<file path="config.mk">
export PLATFORM = sky130hd
export DESIGN_NAME = lock_sequencer_flat
export DESIGN_NICKNAME = d
export VERILOG_FILES = /design/src/rtl/lock_sequencer_if.sv /design/src/rtl/lock_sequencer.sv /design/src/flat_wrapper.sv
export SDC_FILE = /design/constraint.sdc
export NUM_CORES = 1
export LEC_CHECK = 0
export ABC_AREA = 1
export BUFFER_PORTS_ARGS = -buffer_cell sky130_fd_sc_hd__buf_2
export CORE_MARGIN = 8
export CORE_UTILIZATION = 50
export CTS_CLUSTER_SIZE = 20
export DETAILED_ROUTE_END_ITERATION = 16
export GPL_TIMING_DRIVEN = 0
export PLACE_DENSITY = 0.69
export SYNTH_ARGS = -nofsm -noshare
export SYNTH_HDL_FRONTEND = slang
export SYNTH_SLANG_ARGS = --single-unit
</file>
<file path="constraint.sdc">
create_clock -name clk -period 1.99 [get_ports clk]
set_clock_uncertainty 0.1 [all_clocks]
set_input_delay 0.398 -clock clk [delete_from_list [all_inputs] [get_ports clk]]
set_output_delay 0.398 -clock clk [all_outputs]
set_load 0.005 [all_outputs]
</file>
<file path="src/rtl/lock_sequencer_if.sv">
// Keypad-side and actuator-side signals of the serial-code lock controller.
// Optional relock input is present only when LOCK_MANUAL_RELOCK_EN is defined.
interface lock_sequencer_if #(
    parameter int CODE_LEN = 4,
    parameter int MAX_FAIL = 3
);
    localparam int CNT_W  = $clog2(CODE_LEN + 1);
    localparam int FAIL_W = $clog2(MAX_FAIL + 1);

    logic              A;
    logic              a_valid;
    logic              abort;
`ifdef LOCK_MANUAL_RELOCK_EN
    logic              relock;
`endif
    logic              unlock;
    logic              locked_out;
    logic              busy;
    logic [FAIL_W-1:0] fail_cnt;
    logic [CNT_W-1:0]  bit_cnt;

    modport master (
        output A, a_valid, abort,
`ifdef LOCK_MANUAL_RELOCK_EN
        output relock,
`endif
        input  unlock, locked_out, busy, fail_cnt, bit_cnt
    );

    modport slave (
        input  A, a_valid, abort,
`ifdef LOCK_MANUAL_RELOCK_EN
        input  relock,
`endif
        output unlock, locked_out, busy, fail_cnt, bit_cnt
    );
endinterface

</file>
<file path="src/rtl/lock_sequencer.sv">
// Serial-code door lock sequencer: collects attempts, pulses unlock on match, times lockout.
// Optional manual relock is enabled by defining LOCK_MANUAL_RELOCK_EN.
module lock_sequencer #(
    parameter int                  CODE_LEN       = 4,
    parameter logic [CODE_LEN-1:0] CODE           = 4'b0110,
    parameter int                  MAX_FAIL       = 3,
    parameter int                  UNLOCK_CYCLES  = 4,
    parameter int                  LOCKOUT_CYCLES = 8
) (
    input logic              clk,
    input logic              reset,
    lock_sequencer_if.slave  bus
);
    localparam int CNT_W   = $clog2(CODE_LEN + 1);
    localparam int FAIL_W  = $clog2(MAX_FAIL + 1);
    localparam int TMR_MAX = (UNLOCK_CYCLES > LOCKOUT_CYCLES) ? UNLOCK_CYCLES : LOCKOUT_CYCLES;
    localparam int TMR_W   = (TMR_MAX > 1) ? $clog2(TMR_MAX) : 1;

    localparam logic [CNT_W-1:0]  LAST_BIT   = CNT_W'(CODE_LEN - 1);
    localparam logic [FAIL_W-1:0] FAIL_LIMIT = FAIL_W'(MAX_FAIL);
    localparam logic [TMR_W-1:0]  UNL_INIT   = TMR_W'(UNLOCK_CYCLES - 1);
    localparam logic [TMR_W-1:0]  LOCK_INIT  = TMR_W'(LOCKOUT_CYCLES - 1);

    typedef enum logic [1:0] {
        COLLECT  = 2'd0,
        CHECK    = 2'd1,
        UNLOCKED = 2'd2,
        LOCKOUT  = 2'd3
    } state_t;

    state_t            state, state_nxt;
    logic [CODE_LEN-1:0] sreg, sreg_nxt;
    logic [CNT_W-1:0]  bit_cnt, bit_cnt_nxt;
    logic [FAIL_W-1:0] fail_cnt, fail_cnt_nxt;
    logic [TMR_W-1:0]  timer, timer_nxt;
    logic              unlock_q, unlock_nxt;
    logic              locked_q, locked_nxt;
    logic              busy_q, busy_nxt;

    // Saturating failure increment; the counter never wraps past the limit.
    function automatic logic [FAIL_W-1:0] fail_step(input logic [FAIL_W-1:0] cnt);
        if (cnt >= FAIL_LIMIT)
            return FAIL_LIMIT;
        return cnt + FAIL_W'(1);
    endfunction

    always_ff @(posedge clk or negedge reset) begin
        if (!reset) begin
            state    <= COLLECT;
            sreg     <= '0;
            bit_cnt  <= '0;
            fail_cnt <= '0;
            timer    <= '0;
            unlock_q <= 1'b0;
            locked_q <= 1'b0;
            busy_q   <= 1'b0;
        end else begin
            state    <= state_nxt;
            sreg     <= sreg_nxt;
            bit_cnt  <= bit_cnt_nxt;
            fail_cnt <= fail_cnt_nxt;
            timer    <= timer_nxt;
            unlock_q <= unlock_nxt;
            locked_q <= locked_nxt;
            busy_q   <= busy_nxt;
        end
    end

    always_comb begin
        state_nxt    = state;
        sreg_nxt     = sreg;
        bit_cnt_nxt  = bit_cnt;
        fail_cnt_nxt = fail_cnt;
        timer_nxt    = timer;
        unlock_nxt   = unlock_q;
        locked_nxt   = locked_q;

        case (state)
            COLLECT: begin
                if (bus.abort) begin
                    sreg_nxt    = '0;
                    bit_cnt_nxt = '0;
                end else if (bus.a_valid) begin
                    // First received bit ends up in the MSB once the attempt is complete.
                    sreg_nxt    = (sreg << 1) | CODE_LEN'(bus.A);
                    bit_cnt_nxt = bit_cnt + CNT_W'(1);
                    if (bit_cnt == LAST_BIT)
                        state_nxt = CHECK;
                end
            end

            CHECK: begin
                sreg_nxt    = '0;
                bit_cnt_nxt = '0;
                if (sreg == CODE) begin
                    fail_cnt_nxt = '0;
                    timer_nxt    = UNL_INIT;
                    unlock_nxt   = 1'b1;
                    state_nxt    = UNLOCKED;
                end else if (fail_step(fail_cnt) >= FAIL_LIMIT) begin
                    fail_cnt_nxt = FAIL_LIMIT;
                    timer_nxt    = LOCK_INIT;
                    locked_nxt   = 1'b1;
                    state_nxt    = LOCKOUT;
                end else begin
                    fail_cnt_nxt = fail_step(fail_cnt);
                    state_nxt    = COLLECT;
                end
            end

            UNLOCKED: begin
`ifdef LOCK_MANUAL_RELOCK_EN
                if (bus.relock) begin
                    timer_nxt  = '0;
                    unlock_nxt = 1'b0;
                    state_nxt  = COLLECT;
                end else
`endif
                if (timer == '0) begin
                    unlock_nxt = 1'b0;
                    state_nxt  = COLLECT;
                end else begin
                    timer_nxt = timer - TMR_W'(1);
                end
            end

            LOCKOUT: begin
                if (timer == '0) begin
                    locked_nxt   = 1'b0;
                    fail_cnt_nxt = '0;
                    state_nxt    = COLLECT;
                end else begin
                    timer_nxt = timer - TMR_W'(1);
                end
            end

            default: state_nxt = COLLECT;
        endcase

        busy_nxt = (state_nxt != COLLECT);
    end

    assign bus.unlock     = unlock_q;
    assign bus.locked_out = locked_q;
    assign bus.busy       = busy_q;
    assign bus.fail_cnt   = fail_cnt;
    assign bus.bit_cnt    = bit_cnt;
endmodule

</file>
<file path="src/flat_wrapper.sv">
// flat-port wrapper written by rule: the top's interface ports become plain ports
module lock_sequencer_flat 
#(
    parameter int                  CODE_LEN       = 4,
    parameter logic [CODE_LEN-1:0] CODE           = 4'b0110,
    parameter int                  MAX_FAIL       = 3,
    parameter int                  UNLOCK_CYCLES  = 4,
    parameter int                  LOCKOUT_CYCLES = 8
)
  (clk, reset, bus_A, bus_a_valid, bus_abort, bus_unlock, bus_locked_out, bus_busy, bus_fail_cnt, bus_bit_cnt);
  lock_sequencer_if #(.CODE_LEN(CODE_LEN), .MAX_FAIL(MAX_FAIL)) bus_i ();
  input logic clk;
  input logic reset;
  input wire logic [$bits(bus_i.A)-1:0] bus_A;
  input wire logic [$bits(bus_i.a_valid)-1:0] bus_a_valid;
  input wire logic [$bits(bus_i.abort)-1:0] bus_abort;
  output wire logic [$bits(bus_i.unlock)-1:0] bus_unlock;
  output wire logic [$bits(bus_i.locked_out)-1:0] bus_locked_out;
  output wire logic [$bits(bus_i.busy)-1:0] bus_busy;
  output wire logic [$bits(bus_i.fail_cnt)-1:0] bus_fail_cnt;
  output wire logic [$bits(bus_i.bit_cnt)-1:0] bus_bit_cnt;
  assign bus_i.A = bus_A;
  assign bus_i.a_valid = bus_a_valid;
  assign bus_i.abort = bus_abort;
  assign bus_unlock = bus_i.unlock;
  assign bus_locked_out = bus_i.locked_out;
  assign bus_busy = bus_i.busy;
  assign bus_fail_cnt = bus_i.fail_cnt;
  assign bus_bit_cnt = bus_i.bit_cnt;
  lock_sequencer #(.CODE_LEN(CODE_LEN), .CODE(CODE), .MAX_FAIL(MAX_FAIL), .UNLOCK_CYCLES(UNLOCK_CYCLES), .LOCKOUT_CYCLES(LOCKOUT_CYCLES)) u_core (.clk(clk), .reset(reset), .bus(bus_i));
endmodule
</file>
* After elaboration in Yosys (flattened, before gate mapping)
Cells that the tools add are included.
** Word-level totals
- Register bits :: 17
- Bits of input ports :: 5
** Cells by class
- $add $sub $neg :: 3
- $lt $le $gt $ge :: 2
- Equal/unequal tests :: 13
- Muxes and demuxes :: 38
- Bitwise gates (word level) :: 1
- Reductions and logical operators :: 13
** Operators with widths (count)
- two-way mux 2 bit :: 14
- two-way mux 3 bit :: 5
- case mux 3 bit (2 select lines) :: 2
- two-way mux 1 bit :: 10
- nonzero test 2 bit :: 5
- two-way mux 4 bit :: 2
- != test 2 x 1 -> 1 bit, second input constant :: 4
- case mux 4 bit (2 select lines) :: 1
- case mux 2 bit (3 select lines) :: 1
- AND reduction 3 bit :: 2
- == test 2 bit, second input constant :: 2
- == test 4 x 3 -> 1 bit, second input constant :: 1
- greater-or-equal comparator 2 bit, second input constant :: 2
- != test 2 bit, second input constant :: 2
- OR 4 x 1 -> 4 bit :: 1
- case mux 1 bit (2 select lines) :: 2
- case mux 2 bit (2 select lines) :: 1
- AND reduction 2 bit :: 2
- AND reduction 4 bit :: 1
- adder 3 x 1 -> 3 bit, second input constant :: 1
- == test 3 x 2 -> 1 bit, second input constant :: 1
- zero test 3 bit :: 1
- != test 3 x 1 -> 1 bit, second input constant :: 1
- != test 3 bit, second input constant :: 1
- 5 further kinds :: 5

* Depth between registers and ports, before layout
- Depth in word-level cells :: 15
- Depth in mapped cells :: 9
- Depth with buffers taken out :: 8

* Worst setup path before layout
OpenSTA, ideal clock, no wires.
- Path kind :: reg-to-reg
- Start :: reg u_core.state[0]
- End :: reg u_core.timer[1]
- Setup time :: 0.119 ns
- Arrival :: 1.207 ns
- Path slack :: 0.563 ns
- Cell stages (with the launch flop) :: 9
- Buffers on the path :: 0
- Cells stage by stage :: dfrtp_1 inv_1 ha_1 nor2_4 nor2_4 nor2_4 nand2_4 nand2_1 o21ai_2
** On the way
- Longest elaborated chain between the ends :: 4
- Elaborated cells on any way between the ends :: 9
- Classes of those cells :: eq/ne (5); mux (1); reduce/logical (3)
** Ends and longest elaborated chain
- from (decl) :: RTL line lock_sequencer.sv:31 : state_t state, state_nxt;
- from (signal assigned) :: RTL line lock_sequencer.sv:58 : state <= state_nxt;
- == test 2 bit :: RTL line lock_sequencer.sv:78 : case (state)
- OR reduction 2 bit (no line)
- != test 2 bit (no line) / nonzero test 2 bit (equally long branches)
- AND reduction 3 bit (no line)
- to (signal assigned) :: RTL line lock_sequencer.sv:62 : timer <= timer_nxt;
- to (decl) :: RTL line lock_sequencer.sv:35 : logic [TMR_W-1:0] timer, timer_nxt;
Several ways; a longest one is shown, not always the timed one.
A chain may end at the register's enable or synchronous reset.

* Worst setup path in the final report
- Start :: reg u_core.state[0]
- End :: reg u_core.timer[0]
The elaborated chain is that of the path after synthesis.

==> impl_metrics.tcl <==
set metrics [dict create \
    drv_cap 0 \
    first_pass_iters 4 \
    finalSetupViolCount 0 \
    num_io_pins 13 \
    synthAdderAreaFrac 0.1092 \
    start_util 0.5255 \
    power_frac_seq 0.387 \
    routedWlPerCell_um 11.33 \
    slew_violations 0 \
    coreArea_um2 1962 \
    postSynthCellCount 123 \
    synth_ff_type "dfrtp_1" \
    io_buffers 12 \
    r2r_start "u_core.state[0]$_DFF_PN0_" \
    ctsResizeCount 0 \
    syn_to_final_growth_pct 12.62 \
    powerDensity_nw_per_um2 1216 \
    ys_seq_elements 17 \
    die_w_um 61.41 \
    fin_crit_ns 1.579 \
    path_class "register to register" \
    muxShareOfSynthArea 0 \
    antenna_cells 0 \
    crit_top_cell "nor2_4" \
    num_vias 811 \
    switching_share 0.4236 \
    hpwlAfterDp_um 1497 \
    drt_iter0_markers 17 \
    tightest_slew_ns 0.3931 \
    grt_max_degree 18 \
    cts_setup_buffers 0 \
    layout.cells.most_common "nand2_1" \
    numCtsBuffers 3 \
    p_sw_uw 598.2 \
    n_fill_cell 209 \
    die_y_um 61.41 \
    detail-route-antenna-nets 0 \
    holdPathEnd "u_core.sreg[0]$_DFFE_PN0P_" \
    grt_pass1_vias 803 \
    synth_compound_area_frac 0.09466 \
    cts.sinks 17 \
    crit_path_end_kind "register" \
    crit_required_ns 2.08 \
    synth_nets 137 \
    cp-start-kind "register" \
    synthSimpleGateAreaFrac 0.2998 \
    syn_area_um2 1031 \
    relSlewSlack 0.7380 \
    hp-class "input port to register" \
    synth_top_family_by_area "simple AND/OR/NAND/NOR gates" \
    drc 0 \
    max_stage_delay_ns 0.42 \
    clkPwrFrac 0.135 \
    cts_tree "yes" \
    multi_input_comb_area_um2 519.2 \
    htree_num_levels 1 \
    arrival_ns 1.67 \
    final_cell_mix "nand2_1, inv_1, dfrtp_1" \
    p_int_uw 814.1 \
    regArea_um2 425.4 \
    crit_chain "inv_1, ha_1, nor2_4, nor2_4, nor2_4, nand2_4, nand2_1, o21ai_2" \
    ir_worst_vdd_mv 0.6693 \
    rsz0062_at_grt "no" \
    r2r_cells 8 \
    grt_pass1_wl_um 3436 \
    critPathSlowestCell "dfrtp_1" \
    ys_async_sr_fraction 1.000 \
    grt_use_total 0.1253 \
    worstHoldStart "bus_A" \
    fin_area_um2 1161 \
    cts_root_buf "clkbuf_4" \
    timing_hold_violations_final 0 \
    synth_edf_count 0 \
    worst_hold_path.num_cells 3 \
    cts_hold_buf 1 \
    rows 16 \
    dieArea_um2 3771 \
    ys_seq_area_frac 0.4126 \
    synth_xor_area_frac 0 \
    holdWs_ns 0.2286 \
    detailed_place.area_um2 1125 \
    fin_nets 155 \
    p_leak_uw 0.0006030 \
    overflow 0 \
    fmax_mhz 633.2 \
    clk_latency_ns 0.30 \
    r2r-end "u_core.timer[0]$_DFFE_PN0P_" \
    drive_gt1_frac 0.2286 \
    avgSynthCellArea_um2 8.382 \
    reg2reg_setup_slack_ns 0.41 \
    placedCellCount 162 \
    antenna_found_initial 0 \
    finalSetupTns_ns 0 \
    gp_congestion 0.7795 \
    stdcell_count 167 \
    ys_types 21 \
    wirelength_um 1892 \
    vias_per_cell 4.856 \
    cp_max_fo 5 \
    combPwrFrac 0.478 \
    clkTransAtPathRegs_ns 0.10 \
    fin_crit_sh 0.7936 \
    status "complete, no violations" \
    clockBufferDepth 2 \
    synth_warnings 0 \
]
-- how the worst max path moves through the flow --
stage,startpoint,endpoint,slack [ns]
2_1_floorplan,u_core.state[0]$_DFF_PN0_,u_core.timer[1]$_DFFE_PN0P_,0.56
3_3_place_gp,u_core.state[0]$_DFF_PN0_,u_core.timer[0]$_DFFE_PN0P_,0.47
3_5_place_dp,u_core.state[0]$_DFF_PN0_,u_core.timer[0]$_DFFE_PN0P_,0.40
4_1_cts,u_core.state[0]$_DFF_PN0_,u_core.timer[0]$_DFFE_PN0P_,0.39
5_1_grt,u_core.state[0]$_DFF_PN0_,u_core.bus.busy$_DFF_PN0_,0.27
6_report,u_core.state[0]$_DFF_PN0_,u_core.timer[0]$_DFFE_PN0P_,0.41
-- per-stage QoR --
stage	worst slack, ns	util	total power [µW]
after floorplan	0.5632	-	1053
after global placement	0.4725	0.5733	1206
after detailed placement	0.4034	0.5733	1243
after CTS	0.3949	0.5918	1441
after global routing	0.2673	0.5918	1554
final	0.4107	0.5918	1412
-- logic make-up (layout without fill, tap and decap cells) --
group / count (synthesis) / in the layout
buffers and inverters: 22 / 39
AOI/OAI and AO/OA: 15 / 15
and+or+nand+nor: 60 / 60
adders and majority gates: 9 / 9
DFF: 17 / 17
-- synthesized netlist by cell type (2+ instances only) --
master	count	share of area
nand2_4	2	0.022
nor2_2	2	0.012
inv_2	2	0.0073
nor2_4	3	0.033
ha_1	9	0.11
o21ai_2	3	0.025
nor2_1	5	0.018
o21ai_0	9	0.044
dfrtp_1	17	0.41
nand2_1	31	0.11
nand4_1	3	0.018
inv_1	19	0.069
nand3_1	10	0.049
-- metal layers --
metal / share of wire / wire length [µm] / vias up / GRT usage
li1: - / - / 426 / -
met3: 0.051 / 96 / 5 / 0.03340
met4: 0.024 / 45 / 0 / 0.06818
met2: 0.44 / 834 / 16 / 0.1881
met5: 0 / 0 / - / 0
met1: 0.48 / 915 / 364 / 0.1591
-- state kept, by name (all words and copies together), names as in the netlist --
register,flops
u_core.state,2
u_core.bus.bit_cnt,3
u_core.timer,3
u_core.bus.locked_out,1
u_core.sreg,4
u_core.bus.fail_cnt,2
u_core.bus.busy,1
u_core.bus.unlock,1
-- worst max-delay path, delay by kind of cell, from the launching register on --
family          cells  cell delay [ns]
flops               1             0.42
buf+inv             1             0.11
fa+ha+maj           1             0.28
simple gates        5             0.51
compound gates      1             0.05
-- cell type report --
cell class | instances | share of cell area
Multi-Input combinational cell | 84 | 0.4472
Clock buffer | 4 | 0.02263
Tap cell | 27 | 0.02909
Sequential cell | 17 | 0.3664
Inverter | 21 | 0.06789
Buffer | 1 | 0.006466
Timing Repair Buffer | 13 | 0.06035
-- power by group through the flow --
stage	clock, µW	sequential (µW)	combinational (µW)
5_1_grt	213	561	781
2_1_floorplan	0	550	503
6_report	191	547	675
3_3_place_gp	0	550	656
4_1_cts	202	548	690
3_5_place_dp	0	556	687
Power figures use the tool's default switching activity.
